--- config.mk ---
export PLATFORM = sky130hd
export DESIGN_NAME = i2s_stereo_serializer
export DESIGN_NICKNAME = d
export VERILOG_FILES = /design/src/rtl/i2s_stereo_serializer.sv
export SDC_FILE = /design/constraint.sdc
export NUM_CORES = 1
export LEC_CHECK = 0
export CAP_MARGIN = 0
export CORE_MARGIN = 3
export CORE_UTILIZATION = 60
export CTS_BUF_LIST = sky130_fd_sc_hd__clkbuf_8
export DETAILED_ROUTE_END_ITERATION = 8
export DONT_BUFFER_PORTS = 1
export PLACE_DENSITY_LB_ADDON = 0.05
export SYNTH_ARGS = -nofsm -noshare
export SYNTH_HDL_FRONTEND = slang
export SYNTH_SLANG_ARGS = --single-unit
--- constraint.sdc ---
create_clock -name clk -period 2.6 [get_ports clk]
set_input_delay 0.52 -clock clk [delete_from_list [all_inputs] [get_ports clk]]
set_output_delay 0.52 -clock clk [all_outputs]
set_load 0.02 [all_outputs]
--- src/rtl/i2s_stereo_serializer.sv ---
// Stereo I2S / left-justified transmitter: a one-deep sample holding buffer
// feeds a frame register once per frame; bclk, lrck and dac are derived from clk.
module i2s_stereo_serializer #(
    parameter int SAMPLE_WIDTH = 16,
    parameter int SLOT_WIDTH   = 32,
    parameter int BCLK_DIV     = 4,
    parameter int I2S_MODE     = 1,
    parameter int SIGNED_IN    = 1
) (
    input  logic                    clk,
    input  logic                    reset_n,
    input  logic [SAMPLE_WIDTH-1:0] sample_l,
    input  logic [SAMPLE_WIDTH-1:0] sample_r,
    input  logic                    sample_valid,
    output logic                    sample_ready,
    input  logic                    mute,
    output logic                    i2s_bclk,
    output logic                    i2s_lrck,
    output logic                    i2s_dac,
    output logic                    frame_start,
    output logic [15:0]             underflow_count
);

    localparam int FRAME_BITS = 2 * SLOT_WIDTH;
    localparam int DIV_W      = $clog2(BCLK_DIV);
    localparam int BIT_W      = $clog2(FRAME_BITS);
    localparam int PAD        = SLOT_WIDTH - SAMPLE_WIDTH;
    localparam logic [DIV_W-1:0] DIV_LAST  = DIV_W'(BCLK_DIV - 1);
    localparam logic [DIV_W-1:0] DIV_HALF  = DIV_W'(BCLK_DIV / 2);
    localparam logic [BIT_W-1:0] BIT_LAST  = BIT_W'(FRAME_BITS - 1);
    localparam logic [BIT_W-1:0] SLOT_EDGE = BIT_W'(SLOT_WIDTH);

    logic [DIV_W-1:0]        div_cnt_reg, div_cnt_next;
    logic [BIT_W-1:0]        bit_cnt_reg, bit_cnt_next;
    logic                    bclk_reg, bclk_next;
    logic                    lrck_reg, lrck_next;
    logic                    dac_reg, dac_next;
    logic                    ready_reg;
    logic                    hold_full_reg, hold_full_next;
    logic [15:0]             uf_reg, uf_next;
    logic [SAMPLE_WIDTH-1:0] sample_in  [2];
    logic [SAMPLE_WIDTH-1:0] hold_reg   [2];
    logic [SAMPLE_WIDTH-1:0] frame_reg  [2];
    logic [SAMPLE_WIDTH-1:0] frame_next [2];
    logic [SLOT_WIDTH-1:0]   slot_cur   [2];
    logic [SLOT_WIDTH-1:0]   slot_nxt   [2];
    logic [FRAME_BITS-1:0]   word_cur, word_nxt;
    logic                    bit_tick, load, transfer;

    assign sample_in[0] = sample_l;
    assign sample_in[1] = sample_r;

    // Offset-binary input becomes two's complement by flipping the MSB.
    function automatic logic [SAMPLE_WIDTH-1:0] to_frame(input logic [SAMPLE_WIDTH-1:0] s);
        logic [SAMPLE_WIDTH-1:0] r;
        r = s;
        if (SIGNED_IN == 0) r[SAMPLE_WIDTH-1] = ~s[SAMPLE_WIDTH-1];
        return r;
    endfunction

    // Each slot is the sample left-aligned, zero padded below the LSB.
    genvar gi;
    generate
        for (gi = 0; gi < 2; gi++) begin : g_slot
            assign slot_cur[gi] = SLOT_WIDTH'(frame_reg[gi]) << PAD;
            assign slot_nxt[gi] = SLOT_WIDTH'(frame_next[gi]) << PAD;
        end
    endgenerate

    assign word_cur = {slot_cur[0], slot_cur[1]};
    assign word_nxt = {slot_nxt[0], slot_nxt[1]};

    always_comb begin
        bit_tick       = (div_cnt_reg == DIV_LAST);
        load           = bit_tick && (bit_cnt_reg == BIT_LAST);
        transfer       = sample_valid && ready_reg;
        div_cnt_next   = bit_tick ? '0 : div_cnt_reg + DIV_W'(1);
        bclk_next      = (div_cnt_next >= DIV_HALF);
        bit_cnt_next   = bit_cnt_reg;
        hold_full_next = hold_full_reg;
        uf_next        = uf_reg;
        lrck_next      = lrck_reg;
        dac_next       = dac_reg;
        for (int i = 0; i < 2; i++) frame_next[i] = frame_reg[i];

        if (bit_tick) bit_cnt_next = (bit_cnt_reg == BIT_LAST) ? '0 : bit_cnt_reg + BIT_W'(1);

        if (load) begin
            // A transfer landing on an empty-hold load fills hold for the next frame.
            hold_full_next = transfer;
            if (!hold_full_reg && uf_reg != 16'hFFFF) uf_next = uf_reg + 16'd1;
            for (int i = 0; i < 2; i++) begin
                if (mute)               frame_next[i] = '0;
                else if (hold_full_reg) frame_next[i] = to_frame(hold_reg[i]);
            end
        end else if (transfer) begin
            hold_full_next = 1'b1;
        end

        if (bit_tick) begin
            lrck_next = (bit_cnt_next >= SLOT_EDGE);
            if (I2S_MODE != 0) dac_next = word_cur[BIT_LAST - bit_cnt_reg];
            else               dac_next = word_nxt[BIT_LAST - bit_cnt_next];
        end
    end

    always_ff @(posedge clk or negedge reset_n) begin
        if (!reset_n) begin
            div_cnt_reg   <= '0;
            bit_cnt_reg   <= BIT_LAST;
            bclk_reg      <= 1'b0;
            lrck_reg      <= 1'b0;
            dac_reg       <= 1'b0;
            ready_reg     <= 1'b1;
            hold_full_reg <= 1'b0;
            uf_reg        <= '0;
            for (int i = 0; i < 2; i++) begin
                hold_reg[i]  <= '0;
                frame_reg[i] <= '0;
            end
        end else begin
            div_cnt_reg   <= div_cnt_next;
            bit_cnt_reg   <= bit_cnt_next;
            bclk_reg      <= bclk_next;
            lrck_reg      <= lrck_next;
            dac_reg       <= dac_next;
            ready_reg     <= !hold_full_next;
            hold_full_reg <= hold_full_next;
            uf_reg        <= uf_next;
            for (int i = 0; i < 2; i++) begin
                frame_reg[i] <= frame_next[i];
                if (transfer) hold_reg[i] <= sample_in[i];
            end
        end
    end

    assign sample_ready    = ready_reg;
    assign i2s_bclk        = bclk_reg;
    assign i2s_lrck        = lrck_reg;
    assign i2s_dac         = dac_reg;
    assign frame_start     = load;
    assign underflow_count = uf_reg;

endmodule

; After elaboration in Yosys (flattened, before gate mapping)
; Cells that the tools add are included.
[op_classes]
n_addsub = 4
magnitude_cmp = 3
eq_ne = 3
muxes = 11
n_reduce_logical = 8
[ops]
columns = operator, count
row1 = $mux W16, 4
row2 = $add A16 B1 Y16 const B, 1
row3 = $ne A16 B16 Y1 const B, 1
row4 = $mux W6, 2
row5 = $lt A6 B7 Y1 const B, 1
row6 = $add A6 B1 Y6 const B, 1
row7 = $bmux W1 S6, 1
row8 = $eq A6 B6 Y1 const B, 1
row9 = $ge A6 B6 Y1 const B, 1
row10 = $sub A6 B6 Y6 const A, 1
row11 = $reduce_and A2 Y1, 2
row12 = $logic_and A1 B1 Y1, 3
row13 = $mux W1, 3
row14 = $add A2 B1 Y2 const B, 1
row15 = $eq A2 B2 Y1 const B, 1
row16 = $ge A2 B2 Y1 const B, 1
row17 = $logic_not A1 Y1, 2
row18 = $mux W2, 1
row19 = $reduce_bool A2 Y1, 1
[word_totals]
regBits = 93
input_bits = 36
out_inout_bits = 21
elab_cells = 41

; Depth between registers and ports, before layout
[logic_depth]
word_depth = 4
depth_mapped = 7
ltp_nobuf = 5

; Least setup slack after synthesis
; Ideal clock, no wire load.
[synth_path]
path_type = reg-to-reg
from = reg i2s_bclk (netlist name)
to = reg frame_reg[10] (netlist name)
setup_ns = 0.125
arrival_ns = 2.110
required_ns = 2.475
setup_slack_ns = 0.365
path_stages_with_launch = 8
path_buffers = 2
period_less_slack_ns = 2.235
path_cell_list = dfrtp_1 ha_1 buf_2 nand2_1 nor2_1 o21a_1 clkbuf_8 mux2_2
[synth_rtl]
columns = element, line
row1 = end signal: indexed assignment, 131  ; frame_reg[i] <= frame_next[i];
row2 = end: declaration, 43  ; logic [SAMPLE_WIDTH-1:0] frame_reg [2];

==> results.sh <==
export IMPL_outcome="complete, no violations"
export IMPL_fin_skew_ns=0.00730
export IMPL_p_leak_nw=2.18
export IMPL_io_pins=57
export IMPL_critPathLaunchType="flip-flop"
export IMPL_drtIter0Drc=90
export IMPL_hold_path_class="in -> async"
export IMPL_fillers=536
export IMPL_dp_hpwl_um=4560
export IMPL_clock_path_buffers=2
export IMPL_initial_core_util=0.623
export IMPL_gp_routability_congestion=0.825
export IMPL_synthesis_nets=354
export IMPL_fin_crit_ns=2.27
export IMPL_drt_wl_total_um=6930
export IMPL_cts_tree="built"
export IMPL_yosysTopAreaCell="dfrtp_1"
export IMPL_arrival_ns=1.75
export IMPL_dpl_instance_area_um2=4320
export IMPL_ff2ff_path_depth=5
export IMPL_grt_max_degree=87
export IMPL_antenna_found_initial=0
export IMPL_grt_usage=0.180
export IMPL_slew_viol_final=0
export IMPL_final_area_um2=4560
export IMPL_fin_crit_sh=0.873
export IMPL_worst_slack_ns=0.331
export IMPL_r2r_end="underflow_count[9]"
export IMPL_cts_resized=0
export IMPL_htreeDepth=3
export IMPL_cp_end_kind="primary output"
export IMPL_r2r_slack_ns=0.49
export IMPL_core_area_um2=6830
export IMPL_area_growth_pct=7.06
export IMPL_synth_top_area_frac=0.500
export IMPL_post_place_ws_ns=0.491
export IMPL_required_ns=2.08
export IMPL_slew_headroom=0.611
export IMPL_synth_area_um2=4260
export IMPL_yosysWarnings=0
export IMPL_dr_wl_met2_um=3260
export IMPL_final_hold_violation_count=0
export IMPL_crit_end="frame_start"
export IMPL_syn_area_per_cell_um2=13.5
export IMPL_netlist_instances=315
export IMPL_ys_ff_latch=92
export IMPL_synth_area_leaders="dfrtp_1 (50%), mux2_2 (18%), nor2b_1 (4.9%)"
export IMPL_worstSetupPathType="reg -> out"
export IMPL_wl_met3_um=335
export IMPL_vias=2415
export IMPL_drc=0
export IMPL_seq_area_frac_synth=0.543
export IMPL_die_area_um2=8140
export IMPL_dpl_cell_count=400
export IMPL_async_reset_ff_frac=1.00
export IMPL_grt_overflow=0
export IMPL_numCtsBuffers=9
export IMPL_power_w=0.00238
export IMPL_place_port_buffers=0
export IMPL_cp_max_fo=9
export IMPL_drt_met1_wl_um=3260
export IMPL_rsz0062_at_grt="no"
export IMPL_fmax_mhz=441
export IMPL_drt_wirelength_per_cell_um=16.6
export IMPL_setup_tns_ns=0
export IMPL_clkTransAtPathRegs_ns=0.09
export IMPL_first_pass_iters=4
export IMPL_antenna_left=0
export IMPL_synth_edf_count=0
export IMPL_ys_flop_type="dfrtp_1"
export IMPL_powerDensity_nw_per_um2=523
export IMPL_vdd_drop_max_mv=0.275
export IMPL_grt_pass1_vias=2416
export IMPL_num_rows=30
export IMPL_synth_cell_type_count=42
export IMPL_via_per_inst=5.78
export IMPL_grt_pass1_wl_um=11900
export IMPL_fin_nets=356
export IMPL_die_x_um=90.2
export IMPL_top_layer_used="met4"
export IMPL_die_h_um=90.2
export IMPL_cts_root_buf="clkbuf_8"
export IMPL_tightest_slew_ns=0.578
export IMPL_cts_sinks=92
export IMPL_drive_gt1_frac=0.314
export IMPL_insertion_delay_ns=0.34
export IMPL_finalNonFillerCells=418
export IMPL_drv_cap=0
export IMPL_antenna_cells=0
export IMPL_setup_viol=0
how the worst min path moves through the flow:
stage               cells past startpoint  slack (ns)                  to    start
finish                                  1        0.05  underflow_count[4]  reset_n
global route                            1        0.08  underflow_count[5]  reset_n
CTS                                     1        0.08  underflow_count[6]  reset_n
global placement                        0        0.23  underflow_count[5]  reset_n
floorplan                               0        0.22      div_cnt_reg[0]  reset_n
detailed placement                      0        0.23  underflow_count[6]  reset_n
Yosys cell counts (3+ instances only):
library cell / n
dfrtp_1: 85
mux2_2: 68
nor2b_1: 33
xnor2_1: 15
nand4_1: 9
and3_1: 7
clkbuf_1: 7
dfstp_2: 7
mux4_1: 6
nand2_1: 6
o211ai_1: 6
inv_1: 5
mux2i_1: 5
nor2_1: 5
o21ai_0: 4
and4_1: 3
buf_1: 3
buf_2: 3
clkbuf_8: 3
ha_1: 3
nand3_1: 3
nor3_1: 3
where the power goes:
group / switching, W / internal [W]
clock network: 0.000491 / 0.000430
logic: 0.0000260 / 0.00000613
registers: 0 / 0.00143
total: 0.000517 / 0.00187
timing repair:
item | in CTS | in global routing
endpoints found under the hold margin | 86 | 0
hold buffers | 2 | 0
setup endpoints to repair | 0 | 0
buffers inserted | 0 | 0
cell type report:
class,count,area [um^2],area share
Clock inverter,4,32.5,0.00714
Multi-Input combinational cell,200,1810,0.396
Sequential cell,92,2310,0.507
Inverter,5,18.8,0.00412
Tap cell,96,120,0.0264
Timing Repair Buffer,9,103,0.0225
Clock buffer,12,165,0.0363
kinds of logic (layout without fill, tap and decap cells):
| kind of cell | after synthesis | count (layout) | synth area share |
|---|---|---|---|
| AO/OA/AOI/OAI | 24 | 24 | 0.0400 |
| XOR/XNOR | 16 | 16 | 0.0329 |
| adder cells (fa/ha/maj) | 3 | 3 | 0.00882 |
| buffers and inverters | 23 | 30 | 0.0326 |
| flip-flops | 92 | 92 | 0.543 |
| multiplexers | 80 | 80 | 0.234 |
| AND/OR/NAND/NOR | 77 | 77 | 0.108 |
routing by layer:
layer / GRT usage / up-vias
met5: 0 / -
met4: 0.0612 / 0
met3: 0.0418 / 7
met2: 0.284 / 58
met1: 0.248 / 1198
li1: - / 1152
metrics by stage:
step / hold slack, ns / utilization
4_1_cts: 0.0800 / 0.667
3_3_place_gp: 0.226 / 0.632
5_1_grt: 0.0774 / 0.667
6_report: 0.0521 / 0.667
3_5_place_dp: 0.227 / 0.632
2_1_floorplan: 0.224 / -
layout by cell type (no fill, tap or decap), types with 2 or more instances in the layout:
cell type   instances
dfstp_2             7
nand4_1             9
nor2_1              5
o21ai_0             4
nand2_1             6
o2111ai_1           2
clkinv_4            2
buf_4               6
nor2b_1            33
inv_1               5
xnor2_1            15
o21a_1              2
clkbuf_8           12
mux4_1              6
nand2b_1            2
and3_1              7
mux2i_1             5
clkinvlp_4          2
a21oi_1             2
nor3_1              3
dfrtp_1            85
ha_1                3
nand3_1             3
nor4_1              2
o211ai_1            6
o31ai_1             2
and4_1              3
mux2_2             68
critical path: stages, from the launching register on:
cell	delay, ns
dfstp_2	0.63
ha_1	0.25
nand4_1	0.17
nor2_1	0.17
buf_4	0.18
Note: power is estimated with default switching activity, not from simulation.
